**config.mk**
```make
export PLATFORM = sky130hd
export DESIGN_NAME = vpu_requant_packer
export DESIGN_NICKNAME = d
export VERILOG_FILES = /design/src/rtl/vpu_pkg.sv /design/src/rtl/vpu_sync_fifo.sv /design/src/rtl/vpu_requant_packer.sv
export SDC_FILE = /design/constraint.sdc
export NUM_CORES = 1
export LEC_CHECK = 0
export CAP_MARGIN = 10
export CORE_MARGIN = 3
export CORE_UTILIZATION = 48
export DETAILED_ROUTE_END_ITERATION = 6
export PLACE_DENSITY = 0.79
export SYNTH_ARGS = -nofsm -noshare
export SYNTH_HDL_FRONTEND = slang
export SYNTH_SLANG_ARGS = --single-unit
```
**constraint.sdc**
```tcl
create_clock -name clk -period 7.7 [get_ports clk]
set_input_delay 1.54 -clock clk [delete_from_list [all_inputs] [get_ports clk]]
set_output_delay 1.54 -clock clk [all_outputs]
set_load 0.01 [all_outputs]
```
**src/rtl/vpu_pkg.sv**
```systemverilog
// Shared widths, saturation bounds and word/keep types for the VPU requant packer.
package vpu_pkg;
    localparam int ACCUM_WIDTH = 48;
    localparam int OUT_WIDTH   = 8;
    localparam int PACK        = 4;
    localparam int LANE_W      = $clog2(PACK);
    localparam int SAT_MAX     = 127;
    localparam int SAT_MIN     = -128;

    typedef logic [PACK*OUT_WIDTH-1:0] word_t;
    typedef logic [PACK-1:0]           keep_t;
endpackage

```
**src/rtl/vpu_sync_fifo.sv**
```systemverilog
// Small synchronous FIFO; read data comes straight from the storage registers and reads 0 when empty.
module vpu_sync_fifo #(
    parameter int WIDTH = 36,
    parameter int DEPTH = 4
) (
    input  logic             clk,
    input  logic             rst,
    input  logic             push,
    input  logic [WIDTH-1:0] push_data,
    input  logic             pop,
    output logic [WIDTH-1:0] pop_data,
    output logic             full,
    output logic             empty
);
    localparam int AW = $clog2(DEPTH);

    logic [WIDTH-1:0] mem [DEPTH];
    logic [AW:0]      wr_ptr;
    logic [AW:0]      rd_ptr;
    logic             do_push;
    logic             do_pop;

    assign empty    = (wr_ptr == rd_ptr);
    assign full     = (wr_ptr[AW] != rd_ptr[AW]) && (wr_ptr[AW-1:0] == rd_ptr[AW-1:0]);
    assign do_pop   = pop && !empty;
    // A pop in the same cycle frees the head slot, so a push into a full FIFO is still accepted.
    assign do_push  = push && (!full || do_pop);
    assign pop_data = empty ? '0 : mem[rd_ptr[AW-1:0]];

    always_ff @(posedge clk) begin
        if (rst) begin
            wr_ptr <= '0;
            rd_ptr <= '0;
        end else begin
            if (do_push) wr_ptr <= wr_ptr + 1'b1;
            if (do_pop)  rd_ptr <= rd_ptr + 1'b1;
        end
    end

    always_ff @(posedge clk) begin
        if (do_push) mem[wr_ptr[AW-1:0]] <= push_data;
    end
endmodule

```
**src/rtl/vpu_requant_packer.sv**
```systemverilog
// Requantizes VPU accumulator results to int8 and packs four lanes per output word.
// Optional saturation statistics counter enabled with VPU_PACK_STATS_EN.
module vpu_requant_packer
    import vpu_pkg::*;
#(
    parameter int FIFO_DEPTH  = 4,
    parameter int SHIFT_WIDTH = 6
) (
    input  logic                          clk,
    input  logic                          rst,
    input  logic signed [ACCUM_WIDTH-1:0] accum_in,
    input  logic                          accum_done,
    input  logic [SHIFT_WIDTH-1:0]        shift_amt,
    input  logic                          relu_en,
    input  logic                          flush,
    output logic [PACK*OUT_WIDTH-1:0]     out_data,
    output logic [PACK-1:0]               out_keep,
    output logic                          out_valid,
    input  logic                          out_ready,
    output logic                          overflow_err,
    output logic [15:0]                   sat_count
);
    localparam logic [SHIFT_WIDTH-1:0] SHIFT_MAX = SHIFT_WIDTH'(ACCUM_WIDTH - 1);

    function automatic logic signed [ACCUM_WIDTH:0] round_shift(
        input logic signed [ACCUM_WIDTH-1:0] acc,
        input logic [SHIFT_WIDTH-1:0]        sh
    );
        logic signed [ACCUM_WIDTH:0] half;
        logic signed [ACCUM_WIDTH:0] sum;
        half = '0;
        if (sh != '0) half[sh - 1'b1] = 1'b1;
        sum = {acc[ACCUM_WIDTH-1], acc} + half;
        return sum >>> sh;
    endfunction

    function automatic logic signed [OUT_WIDTH-1:0] saturate(input logic signed [ACCUM_WIDTH:0] r);
        if (r > SAT_MAX)      return OUT_WIDTH'(SAT_MAX);
        else if (r < SAT_MIN) return OUT_WIDTH'(SAT_MIN);
        else                  return r[OUT_WIDTH-1:0];
    endfunction

    logic                          done_q;
    logic                          capture;
    logic signed [ACCUM_WIDTH-1:0] acc_p1;
    logic [SHIFT_WIDTH-1:0]        shift_p1;
    logic                          relu_p1;
    logic                          vld_p1;
    logic                          flush_p1;
    logic signed [ACCUM_WIDTH:0]   rq_p1;
    logic signed [OUT_WIDTH-1:0]   lane_p1;
    logic [PACK-1:0][OUT_WIDTH-1:0] word_q;
    logic [PACK-1:0][OUT_WIDTH-1:0] wr_word;
    keep_t                         keep_q;
    keep_t                         wr_keep;
    logic [LANE_W-1:0]             lane_idx;
    logic                          word_push;
    logic                          fifo_pop;
    logic                          fifo_full;
    logic                          fifo_empty;

    assign capture = accum_done && !done_q;

    // S1: capture on the rising edge of done; flush rides alongside
    always_ff @(posedge clk) begin
        if (rst) begin
            done_q   <= 1'b0;
            vld_p1   <= 1'b0;
            flush_p1 <= 1'b0;
        end else begin
            done_q   <= accum_done;
            vld_p1   <= capture;
            flush_p1 <= flush;
        end
    end

    always_ff @(posedge clk) begin
        if (capture) begin
            acc_p1   <= accum_in;
            shift_p1 <= (shift_amt >= SHIFT_MAX) ? SHIFT_MAX : shift_amt;
            relu_p1  <= relu_en;
        end
    end

    // S2: requantize, then pack into the current word
    always_comb begin
        rq_p1 = round_shift(acc_p1, shift_p1);
        if (relu_p1 && rq_p1 < 0) rq_p1 = '0;
        lane_p1 = saturate(rq_p1);
    end

    always_comb begin
        wr_word = word_q;
        wr_keep = keep_q;
        if (vld_p1) begin
            wr_word[lane_idx] = lane_p1;
            wr_keep[lane_idx] = 1'b1;
        end
        word_push = (vld_p1 && lane_idx == LANE_W'(PACK - 1)) || (flush_p1 && wr_keep != '0);
    end

    always_ff @(posedge clk) begin
        if (rst || word_push) begin
            word_q   <= '0;
            keep_q   <= '0;
            lane_idx <= '0;
        end else if (vld_p1) begin
            word_q   <= wr_word;
            keep_q   <= wr_keep;
            lane_idx <= lane_idx + 1'b1;
        end
    end

    assign fifo_pop  = out_valid && out_ready;
    assign out_valid = !fifo_empty;

    vpu_sync_fifo #(
        .WIDTH(PACK*OUT_WIDTH + PACK),
        .DEPTH(FIFO_DEPTH)
    ) u_fifo (
        .clk      (clk),
        .rst      (rst),
        .push     (word_push),
        .push_data({wr_keep, word_t'(wr_word)}),
        .pop      (fifo_pop),
        .pop_data ({out_keep, out_data}),
        .full     (fifo_full),
        .empty    (fifo_empty)
    );

    always_ff @(posedge clk) begin
        if (rst)                                      overflow_err <= 1'b0;
        else if (word_push && fifo_full && !fifo_pop) overflow_err <= 1'b1;
    end

`ifdef VPU_PACK_STATS_EN
    logic        lane_sat;
    logic [15:0] sat_cnt;

    assign lane_sat = (rq_p1 > SAT_MAX) || (rq_p1 < SAT_MIN);

    always_ff @(posedge clk) begin
        if (rst)                                          sat_cnt <= '0;
        else if (vld_p1 && lane_sat && sat_cnt != 16'hFFFF) sat_cnt <= sat_cnt + 1'b1;
    end

    assign sat_count = sat_cnt;
`else
    assign sat_count = '0;
`endif
endmodule

```
==> impl_metrics.json, run 1 <==
{
  "cellPowerDensity_nw_per_um2": 166.4,
  "grt_use_total": 0.3229,
  "ant_nets": 0,
  "async_flop_share": 0,
  "cpPeakStageDelay_ns": 0.75,
  "grt_pass1_wl_um": 103300,
  "nets": 2309,
  "cp.required_ns": 8.04,
  "numClockSinks": 249,
  "layout-drive-gt1-share": 0.1784,
  "cpMostUsedCell": "buf_4",
  "chipHeight_um": 202.0,
  "place.port_buffers": 97,
  "clock_skew_ns": 0.03382,
  "avgRoutedWirePerCell_um": 25.13,
  "ys_top_cells_by_area": "edfxtp_1 (32%), mux4_2 (5.5%), dfxtp_1 (5.4%)",
  "final.min_clock_period_ns": 7.469,
  "grt_overflow": 0,
  "die_area_um2": 40780,
  "fmax_mhz": 133.9,
  "post-route-period-util": 0.9700,
  "cts_tree": "yes",
  "place_congestion": 1.036,
  "critPathBufInv": 3,
  "dr_total_vias": 17910,
  "ios": 114,
  "worstSetupPathType": "flip-flop to flip-flop",
  "setup_viol": 0,
  "root_buffer": "clkbuf_16",
  "maxSlewHeadroom": 0.1406,
  "cp_top_family": "compound AO/OA/AOI/OAI gates",
  "grt_max_degree": 57,
  "start_util": 0.4882,
  "hp-class": "flip-flop to flip-flop",
  "final_common_cell": "nor2_1",
  "status": "complete, no violations",
  "netlist.top_cell.by_area": "edfxtp_1",
  "h-tree-depth": 1,
  "synth_flop_cell": "edfxtp_1",
  "clk_latency_ns": 0.57,
  "end_kind": "flip-flop",
  "wl_um": 68360,
  "netlist.area_leader.share": 0.3242,
  "drtPass1Iterations": 5,
  "synth_edf_count": 199,
  "synth_area_um2": 18430,
  "cp-start-kind": "flip-flop",
  "row_count": 71,
  "placed_cell_area_um2": 21090,
  "report.final.slew_viol_count": 0,
  "area_delta_synth_final_pct": 19.66,
  "drtIter0Drc": 2133,
  "worstPathMaxFanout": 14,
  "final_area_um2": 22050,
  "syn_area_per_cell_um2": 9.247,
  "dp_hpwl_um": 51770,
  "fp.dieW_um": 202.0,
  "p_leak_uw": 0.008037,
  "finalHoldViolations": 0,
  "layout_common_cells": "nor2_1 (242), buf_4 (225), edfxtp_1 (199)",
  "tightest_slew_ns": 1.284,
  "synth_seq_cells": 249,
  "synth_warnings": 0,
  "layout.area.seq_um2": 6978,
  "max_cap_viol_count": 0,
  "drc": 0,
  "synth_cell_types": 100,
  "multi_input_area_um2": 10820,
  "n_antenna_cell": 0,
  "grt_antenna_before_repair": 0,
  "crit_chain": "buf_4 > or2_2 > nor2_2 > nor2_1 > a22oi_1 > buf_4 > nor2_1 > ha_1 > a21oi_2 > o21ai_1 > a21oi_1 > o2111ai_1 > buf_4 > o21a_1 > or2_2 > a221o_1 > nor3_1 > a31oi_2 > a211oi_1 > o21ai_0 > nor4b_1 > a41oi_2 > or4_1 > a31oi_1",
  "post-cts-setup-buffers": 0,
  "numCtsBuffers": 26,
  "ir_drop_mv": 0.1760,
  "cp.arrival_ns": 7.81,
  "synthCells": 1993,
  "ys_seq_area_frac": 0.3785,
  "setup-tns-final_ns": 0,
  "clkTransAtPathRegs_ns": 0.06,
  "grt_pass1_vias": 17280,
  "num-fill-cells": 3240,
  "vias_per_cell": 6.585,
  "cts_buffer_depth": 3,
  "core_um2": 37760,
  "crit_slowest_cell": "or4_1"
}
-- flip-flops by register name, summed over array words and instances (netlist names), named ones only --
signal and flops:
acc_p1 48, done_q 1, flush_p1 1, keep_q 4, lane_idx 2, overflow_err 1, relu_p1 1, shift_p1 6
u_fifo.mem 144, u_fifo.rd_ptr 3, u_fifo.wr_ptr 3, vld_p1 1, word_q 32
-- per-stage QoR --
| stage | cells | hold slack [ns] | worst slack [ns] | utilization | total power, µW |
|---|---|---|---|---|---|
| floorplan | 2008 | 0.4305 | 0.01904 | - | 2074 |
| global placement | 2673 | 0.4422 | 0.1189 | 0.5585 | 2451 |
| detailed placement | 2673 | 0.4448 | 0.05268 | 0.5585 | 2457 |
| CTS | 2720 | 0.4633 | 0.1237 | 0.5805 | 3653 |
| global route | 2720 | 0.4711 | -0.02507 | 0.5841 | 3796 |
| finish | 2720 | 0.4622 | 0.2310 | 0.5841 | 3669 |
-- cell usage after synthesis (all sizes together), types with 30 or more instances --
cell type and count:
edfxtp 199, nor2 245, nand2 184, a21oi 114, ha 58, mux4 45
a31oi 39, o211ai 35, nor2b 45, and2 32, a311oi 31, clkbuf 100
buf 69, a211oi 40, nand4 34, o21ai 90, nand3 45, nor3 47
mux2i 42, inv 30, dfxtp 50
-- per-layer routing --
layer	part of all wire	track usage	vias up
li1	-	-	8054
met1	0.40	0.4263	8626
met2	0.47	0.5309	1012
met3	0.079	0.04526	220
met4	0.051	0.1455	0
met5	0	0	-
-- power breakdown --
| group | switching [µW] | total (µW) | leakage (µW) | internal (µW) |
|---|---|---|---|---|
| combinational | 586 | 964 | 0.00543 | 378 |
| clock | 523 | 1200 | 0.000403 | 678 |
| sequential | 16.6 | 1500 | 0.00221 | 1490 |
-- worst paths after layout --
path	slack [ns]	cells past startpoint	endpoint	from
worst max-delay path	0.23	24	u_fifo.mem[1][13]	shift_p1[0]
worst min-delay path	0.46	1	word_q[28]	word_q[28]
worst min register to register	0.46	1	word_q[28]	word_q[28]
worst max register to register	0.23	24	u_fifo.mem[1][13]	shift_p1[0]
-- area by class of cell --
cell class / count / share of cell area
clock buffer: 37 / 0.03370
multi-input combinational: 1559 / 0.4904
timing repair buffer: 323 / 0.1215
tap: 511 / 0.02899
clock inverter: 10 / 0.003688
sequential: 249 / 0.3164
inverter: 31 / 0.005276
-- worst register-to-register path, cell delays in order, from the launching register on --
cell and delay [ns]:
edfxtp_1 0.38, buf_4 0.20, or2_2 0.33, nor2_2 0.26
nor2_1 0.11, a22oi_1 0.24, buf_4 0.23, nor2_1 0.07
ha_1 0.43, a21oi_2 0.24, o21ai_1 0.13, a21oi_1 0.35
o2111ai_1 0.34, buf_4 0.23, o21a_1 0.20, or2_2 0.30
a221o_1 0.39, nor3_1 0.26, a31oi_2 0.14, a211oi_1 0.49
o21ai_0 0.20, nor4b_1 0.42, a41oi_2 0.20, or4_1 0.75
a31oi_1 0.35
-- repair_timing --
item | in CTS | in global routing
resized for setup | 1 | 32
endpoints found under the setup margin | 12 | 133
hold buffers | 0 | 0
pin swaps | 0 | 0
-- cell families (layout without fill, tap and decap cells) --
kind of cell | after synthesis | after routing | share of synthesized area
and+or+nand+nor | 756 | 756 | 0.1978
AOI/OAI and AO/OA | 585 | 585 | 0.2301
DFF | 249 | 249 | 0.3785
buffers and inverters | 200 | 401 | 0.04691
muxes | 98 | 98 | 0.08452
adders and majority gates | 59 | 59 | 0.04046
xor gates and xnor gates | 45 | 45 | 0.02139
other | 1 | 16 | 0.0002035
No activity file was read; power rests on OpenSTA's default activity.
==> run 2: changes to the inputs <==
- SYNTH_HIERARCHICAL: not set -> 1
==> run 2 against run 1 <==
Against the previous run: total power increased by 1.6%; cell count increased by 2.1%; sequential power about the same; critical path type unchanged.
==> impl_metrics.json, run 2 <==
{
  "status": "complete, no violations",
  "layout.area.seq_um2": 6978,
  "drtIter0Drc": 2428,
  "area_delta_synth_final_pct": 17.13,
  "clkTransAtPathRegs_ns": 0.06,
  "synthSimpleGateAreaFrac": 0.2078,
  "grt_pass1_vias": 17790,
  "drtPass1Iterations": 5,
  "p_leak_uw": 0.008082,
  "syn_area_per_cell_um2": 9.246,
  "core_um2": 39100,
  "vias_per_cell": 6.882,
  "ir_drop_mv": 0.1832,
  "netlist.area_leader.share": 0.3103,
  "root_buffer": "clkbuf_16",
  "max_cap_viol_count": 0,
  "synthXorXnorAreaFrac": 0.02176,
  "dr_total_vias": 19120,
  "synth_fa_ha_area_frac": 0.03872,
  "ys_seq_area_frac": 0.3622,
  "setup_viol": 0,
  "synth_warnings": 6,
  "layout_common_cells": "nor2_1 (220), nand2_1 (201), edfxtp_1 (199)",
  "hold-worst-slack_ns": 0.4661,
  "cellPowerDensity_nw_per_um2": 165.2,
  "async_flop_share": 0,
  "nets": 2358,
  "synthCells": 2083,
  "h-tree-depth": 1,
  "cp.required_ns": 8.04,
  "synth_compound_area_frac": 0.2363,
  "end_kind": "flip-flop",
  "clock_skew_ns": 0.02215,
  "post-route-period-util": 0.9854,
  "ant_nets": 0,
  "cts_hold_buf": 0,
  "cp.arrival_ns": 7.92,
  "grt_overflow": 0,
  "synth_edf_count": 199,
  "synth_top_family_by_area": "compound AO/OA/AOI/OAI gates",
  "synth_cell_types": 113,
  "multi_input_area_um2": 11680,
  "final.min_clock_period_ns": 7.587,
  "avgRoutedWirePerCell_um": 27.99,
  "dp_hpwl_um": 60270,
  "grt_pass1_wl_um": 114100,
  "worstPathMaxFanout": 13,
  "synth_seq_cells": 249,
  "ios": 114,
  "cts_buffer_depth": 3,
  "final_common_cell": "nor2_1",
  "synth_area_um2": 19260,
  "layout-drive-gt1-share": 0.1740,
  "grt_antenna_before_repair": 1,
  "maxSlewHeadroom": 0.1613,
  "synth_mux_area_frac": 0.08699,
  "numCtsBuffers": 26,
  "num-fill-cells": 3365,
  "clk_latency_ns": 0.56,
  "cp-start-kind": "flip-flop",
  "grt_max_degree": 57,
  "die_area_um2": 42560,
  "worstSetupPathType": "flip-flop to flip-flop",
  "row_count": 72,
  "largest_reg_flops": 144,
  "tightest_slew_ns": 1.249,
  "synth_most_common_cell": "nor2_1",
  "r2r_slack_ns": 0.11,
  "chipHeight_um": 206.3,
  "hp-class": "flip-flop to flip-flop",
  "fmax_mhz": 131.8,
  "netlist.top_cell.by_area": "edfxtp_1",
  "cts_tree": "yes",
  "start_util": 0.4926,
  "netlist_top_cells_count": "nor2_1 (227), nand2_1 (205), edfxtp_1 (199), a21oi_1 (148), clkbuf_1 (81)",
  "grt_use_total": 0.3570,
  "place.port_buffers": 97,
  "ys_top_cells_by_area": "edfxtp_1 (31%), mux4_2 (5.5%), dfxtp_1 (5.2%)",
  "synth_flop_cell": "edfxtp_1",
  "numClockSinks": 249,
  "report.final.slew_viol_count": 0,
  "fp.dieW_um": 206.3,
  "drc": 0,
  "wl_um": 77750,
  "finalHoldViolations": 0,
  "final_util": 0.5770,
  "place_congestion": 1.093
}
run 2: changes by cell type after synthesis, sizes merged, moves of 9 or more:
| cell | delta |
|---|---|
| clkbuf | -18 |
| nand2 | +21 |
| a21oi | +46 |
| nor2 | -17 |
| o211ai | -10 |
| a211oi | +19 |
| o21ai | +14 |
| a31oi | -22 |
| nand4 | +25 |
| a311oi | -29 |
| nor3 | +17 |
| o221ai | +9 |
| or4 | -9 |
run 2: stage by stage:
step           setup slack, ns  area (µm²)  power, µW  cells  setup TNS, ns
6_report                0.1127       22560       3727   2778              0
3_5_place_dp          -0.08447       21470       2478   2722         -4.456
5_1_grt              -0.003547       22560       3850   2777       -0.01635
4_1_cts                0.03026       22320       3697   2770              0
3_3_place_gp           -0.3704       21470       2479   2722         -43.30
2_1_floorplan          0.09706       19320       2093   2098              0
run 2: final cells by class:
type | instances | area share
antenna | 1 | 0.0001109
clock buffer | 39 | 0.03322
clock inverter | 9 | 0.004271
inverter | 35 | 0.005990
multi-input combinational | 1659 | 0.5179
sequential | 249 | 0.3093
tap | 518 | 0.02873
timing repair buffer | 268 | 0.1005
run 2: timing repair:
item | in CTS | in global routing
gates resized for setup | 2 | 49
setup buffers | 0 | 7
endpoints found under the setup margin | 124 | 133
pin swaps | 0 | 3
run 2: cell families after synthesis:
family	count (synthesis)
flops	249
mux	106
compound gates	623
fa+ha+maj	59
xor+xnor	47
buf+inv	190
other cells	1
simple gates	808
run 2: final timing paths:
check,from,to,depth (start not counted)
worst max register to register,shift_p1[0],u_fifo/mem[1][3],25
worst min register to register,word_q[30],word_q[30],1
worst max-delay path,shift_p1[0],u_fifo/mem[1][3],25
worst min-delay path,word_q[30],word_q[30],1
run 2: per-layer routing:
layer,GRT usage,part of all wire,up-vias
met4,0.1585,0.053,2
met2,0.5437,0.43,1373
met5,0,0.00017,-
li1,-,-,8344
met3,0.07639,0.12,237
met1,0.4904,0.39,9162
run 2: report_power, final:
| group | switching, µW | total (µW) | leakage [µW] | internal [µW] |
|---|---|---|---|---|
| clock network | 517 | 1230 | 0.000409 | 709 |
| registers | 19.5 | 1510 | 0.00224 | 1490 |
| logic | 621 | 993 | 0.00543 | 372 |
| total | 1160 | 3730 | 0.00808 | 2570 |
run 2: critical path, cell delays in order (launching register included):
cell and delay (ns):
edfxtp_1 0.45, nor2_2 0.29, nand2_1 0.34, o22ai_1 0.43
buf_4 0.17, nand2_1 0.33, nor2_1 0.22, ha_1 0.23
buf_4 0.26, nand4_1 0.31, nor2_1 0.39, nand4_1 0.15
a21oi_1 0.42, or3_1 0.17, nand3_1 0.08, nor4b_2 0.52
nand2_1 0.23, o221a_2 0.35, o41ai_1 0.41, o2111a_1 0.27
nand4_1 0.15, o41ai_4 0.27, buf_4 0.22, buf_4 0.13
nand3_2 0.18, a21oi_1 0.35
==> run 3: changes to the inputs <==
- ABC_AREA: not set -> 1
- CORE_UTILIZATION: 48 -> 55
- PLACE_DENSITY: 0.79 -> 0.88
==> run 3 against run 2 <==
Against the previous run: the flow now finishes with violations (DRC); maximum frequency rose by 15%; worst setup slack improved by 1.0 ns; combinational power fell by 26%; hold slack got worse by 0.015 ns; non-clock buffer count fell by 152; via count fell by 3.5%; sequential share of layout area rose by 2.9 points; register-to-register slack improved by 1.0 ns; largest power group unchanged; largest cell class unchanged; global-route usage fell by 3.3 points.
==> impl_metrics.json, run 3 <==
{
  "synth_cell_types": 46,
  "avgRoutedWirePerCell_um": 18.33,
  "clk_latency_ns": 0.54,
  "synth_flop_cell": "edfxtp_1",
  "max_cap_viol_count": 0,
  "hp-class": "flip-flop to flip-flop",
  "p_leak_uw": 0.01003,
  "numCtsBuffers": 25,
  "vias_per_cell": 5.686,
  "grt_use_total": 0.3240,
  "netlist.area_leader.share": 0.3210,
  "end_kind": "flip-flop",
  "place.port_buffers": 97,
  "power.switching_uw": 1029,
  "nets": 2904,
  "layout-drive-gt1-share": 0.05958,
  "multi_input_area_um2": 9681,
  "maxSlewHeadroom": 0.1774,
  "cts_tree": "yes",
  "final_area_um2": 20630,
  "h-tree-depth": 1,
  "cp_top_family": "simple AND/OR/NAND/NOR gates",
  "synth_edf_count": 199,
  "place_congestion": 1.009,
  "synth_area_um2": 18610,
  "synth_warnings": 6,
  "post-cts-setup-buffers": 0,
  "num-fill-cells": 2961,
  "dp_hpwl_um": 44640,
  "violations": "DRC",
  "synth_fa_ha_area_frac": 0.04006,
  "p_int_uw": 2483,
  "synth_compound_area_frac": 0.05929,
  "start_util": 0.5649,
  "synthCells": 2741,
  "ys_top_cells_by_area": "edfxtp_1 (32%), nand2_1 (17%), nand3_1 (12%)",
  "ios": 114,
  "die_area_um2": 36090,
  "clock_skew_ns": 0.01716,
  "grt_pass1_wl_um": 92810,
  "grt_max_degree": 73,
  "synthSimpleGateAreaFrac": 0.3882,
  "cp-start-kind": "flip-flop",
  "synthXorXnorAreaFrac": 0.007461,
  "worstPathMaxFanout": 28,
  "largest_reg_flops": 144,
  "drc": 7,
  "cts_resized": 0,
  "synth_seq_cells": 249,
  "n_antenna_cell": 0,
  "synth_most_common_cell": "nand2_1",
  "async_flop_share": 0,
  "layout.area.seq_um2": 6979,
  "synth_top_family_by_area": "simple AND/OR/NAND/NOR gates",
  "ant_nets": 0,
  "fin_ws_ns": 1.117,
  "final.min_clock_period_ns": 6.583,
  "grt_overflow": 0,
  "cts_hold_buf": 0,
  "cp.required_ns": 7.97,
  "syn_area_per_cell_um2": 6.791,
  "setup_viol": 0,
  "pwr-share-clk": 0.363,
  "dp_slack_ns": 1.315,
  "cellPowerDensity_nw_per_um2": 170.2,
  "cp.arrival_ns": 6.85,
  "chipHeight_um": 190.0,
  "layout_common_cells": "nand2_1 (849), nand3_1 (429), inv_1 (367)",
  "ir_drop_mv": 0.1898,
  "core_um2": 32950,
  "final_common_cell": "nand2_1",
  "row_count": 66,
  "clkTransAtPathRegs_ns": 0.06,
  "cpPeakStageDelay_ns": 0.77,
  "status": "finished with violations",
  "finalHoldViolations": 0,
  "ys_seq_area_frac": 0.3748,
  "tightest_slew_ns": 1.233,
  "setup-tns-final_ns": 0,
  "rsz0062_at_grt": "no",
  "placed_cell_area_um2": 19770,
  "area_delta_synth_final_pct": 10.85,
  "p_sw_frac": 0.2930,
  "grt_pass1_vias": 17950,
  "cts_buffer_depth": 3,
  "worstSetupPathType": "flip-flop to flip-flop",
  "critPathBufInv": 6,
  "fmax_mhz": 151.9,
  "drtIter0Drc": 1849,
  "fp.dieW_um": 190.0,
  "root_buffer": "clkbuf_16",
  "post-route-period-util": 0.8549,
  "pwr-share-comb": 0.208,
  "power_frac_seq": 0.429,
  "netlist_top_cells_count": "nand2_1 (849), nand3_1 (429), inv_1 (367), nor2_1 (270), edfxtp_1 (199)",
  "netlist.top_cell.by_area": "edfxtp_1",
  "drtPass1Iterations": 7,
  "crit_slowest_cell": "edfxtp_1",
  "numClockSinks": 249,
  "grt_antenna_before_repair": 0,
  "dr_total_vias": 18450,
  "wl_um": 59490,
  "synth_mux_area_frac": 0.02043,
  "report.final.slew_viol_count": 0
}
[run 3: cell count changes after synthesis, sizes merged, moves of 56 or more]
| cell | previous run | this run |
|---|---|---|
| nand2 | 205 | 878 |
| a21oi | 160 | 73 |
| a211oi | 59 | 0 |
| nand3 | 52 | 438 |
| inv | 34 | 381 |
| nor3 | 64 | 6 |
| nor2 | 228 | 284 |
[run 3: stage by stage]
stage	util	hold slack, ns	power, µW	instances
finish	0.6262	0.4511	3512	3245
global route	0.6262	0.4666	3655	3245
detailed placement	0.6000	0.4340	2245	3200
floorplan	-	0.3982	2015	2756
global placement	0.6000	0.4245	2236	3200
CTS	0.6262	0.4486	3504	3245
[run 3: final cells by class]
class | instances | share of cell area
clock inverter | 13 | 0.008853
sequential | 249 | 0.3382
timing repair buffer | 116 | 0.05397
multi-input combinational | 2009 | 0.4692
clock buffer | 32 | 0.03305
tap | 442 | 0.02680
inverter | 384 | 0.06992
[run 3: worst reg2reg max path: cells and delay by family, from the launching register on]
kind / cells / cell delay [ns]
and+or+nand+nor: 26 / 3.72
buffers and inverters: 6 / 1.22
DFF: 1 / 0.77
adders and majority gates: 2 / 0.62
[run 3: kinds of logic after synthesis]
group                    Yosys count
XOR/XNOR                          15
multiplexers                      38
AO/OA/AOI/OAI                    200
flip-flops                       249
AND/OR/NAND/NOR                 1681
adder cells (fa/ha/maj)           59
buffers and inverters            498
other                              1
[run 3: path summary, 6_finish.rpt]
check               from          endpoint  slack, ns  cells past startpoint
max          shift_p1[5]  u_fifo/mem[1][0]       1.12                     34
min            keep_q[3]         keep_q[3]       0.45                      2
max reg2reg  shift_p1[5]  u_fifo/mem[1][0]       1.12                     34
min reg2reg    keep_q[3]         keep_q[3]       0.45                      2
[run 3: per-layer routing]
layer  global-route usage  vias to the layer above  share of wire
met1               0.3920                     8430           0.39
met4               0.1589                        0          0.057
met2               0.5724                      872           0.48
li1                     -                     8937              -
met3              0.03796                      211          0.074
met5                    0                        -              0
[run 3: power groups by stage]
stage | Clock [µW] | Sequential (µW) | Combinational [µW]
after floorplan | 0 | 1520 | 491
after global placement | 0 | 1530 | 703
after detailed placement | 0 | 1530 | 711
after CTS | 1280 | 1510 | 716
after global routing | 1340 | 1510 | 804
final | 1270 | 1510 | 732
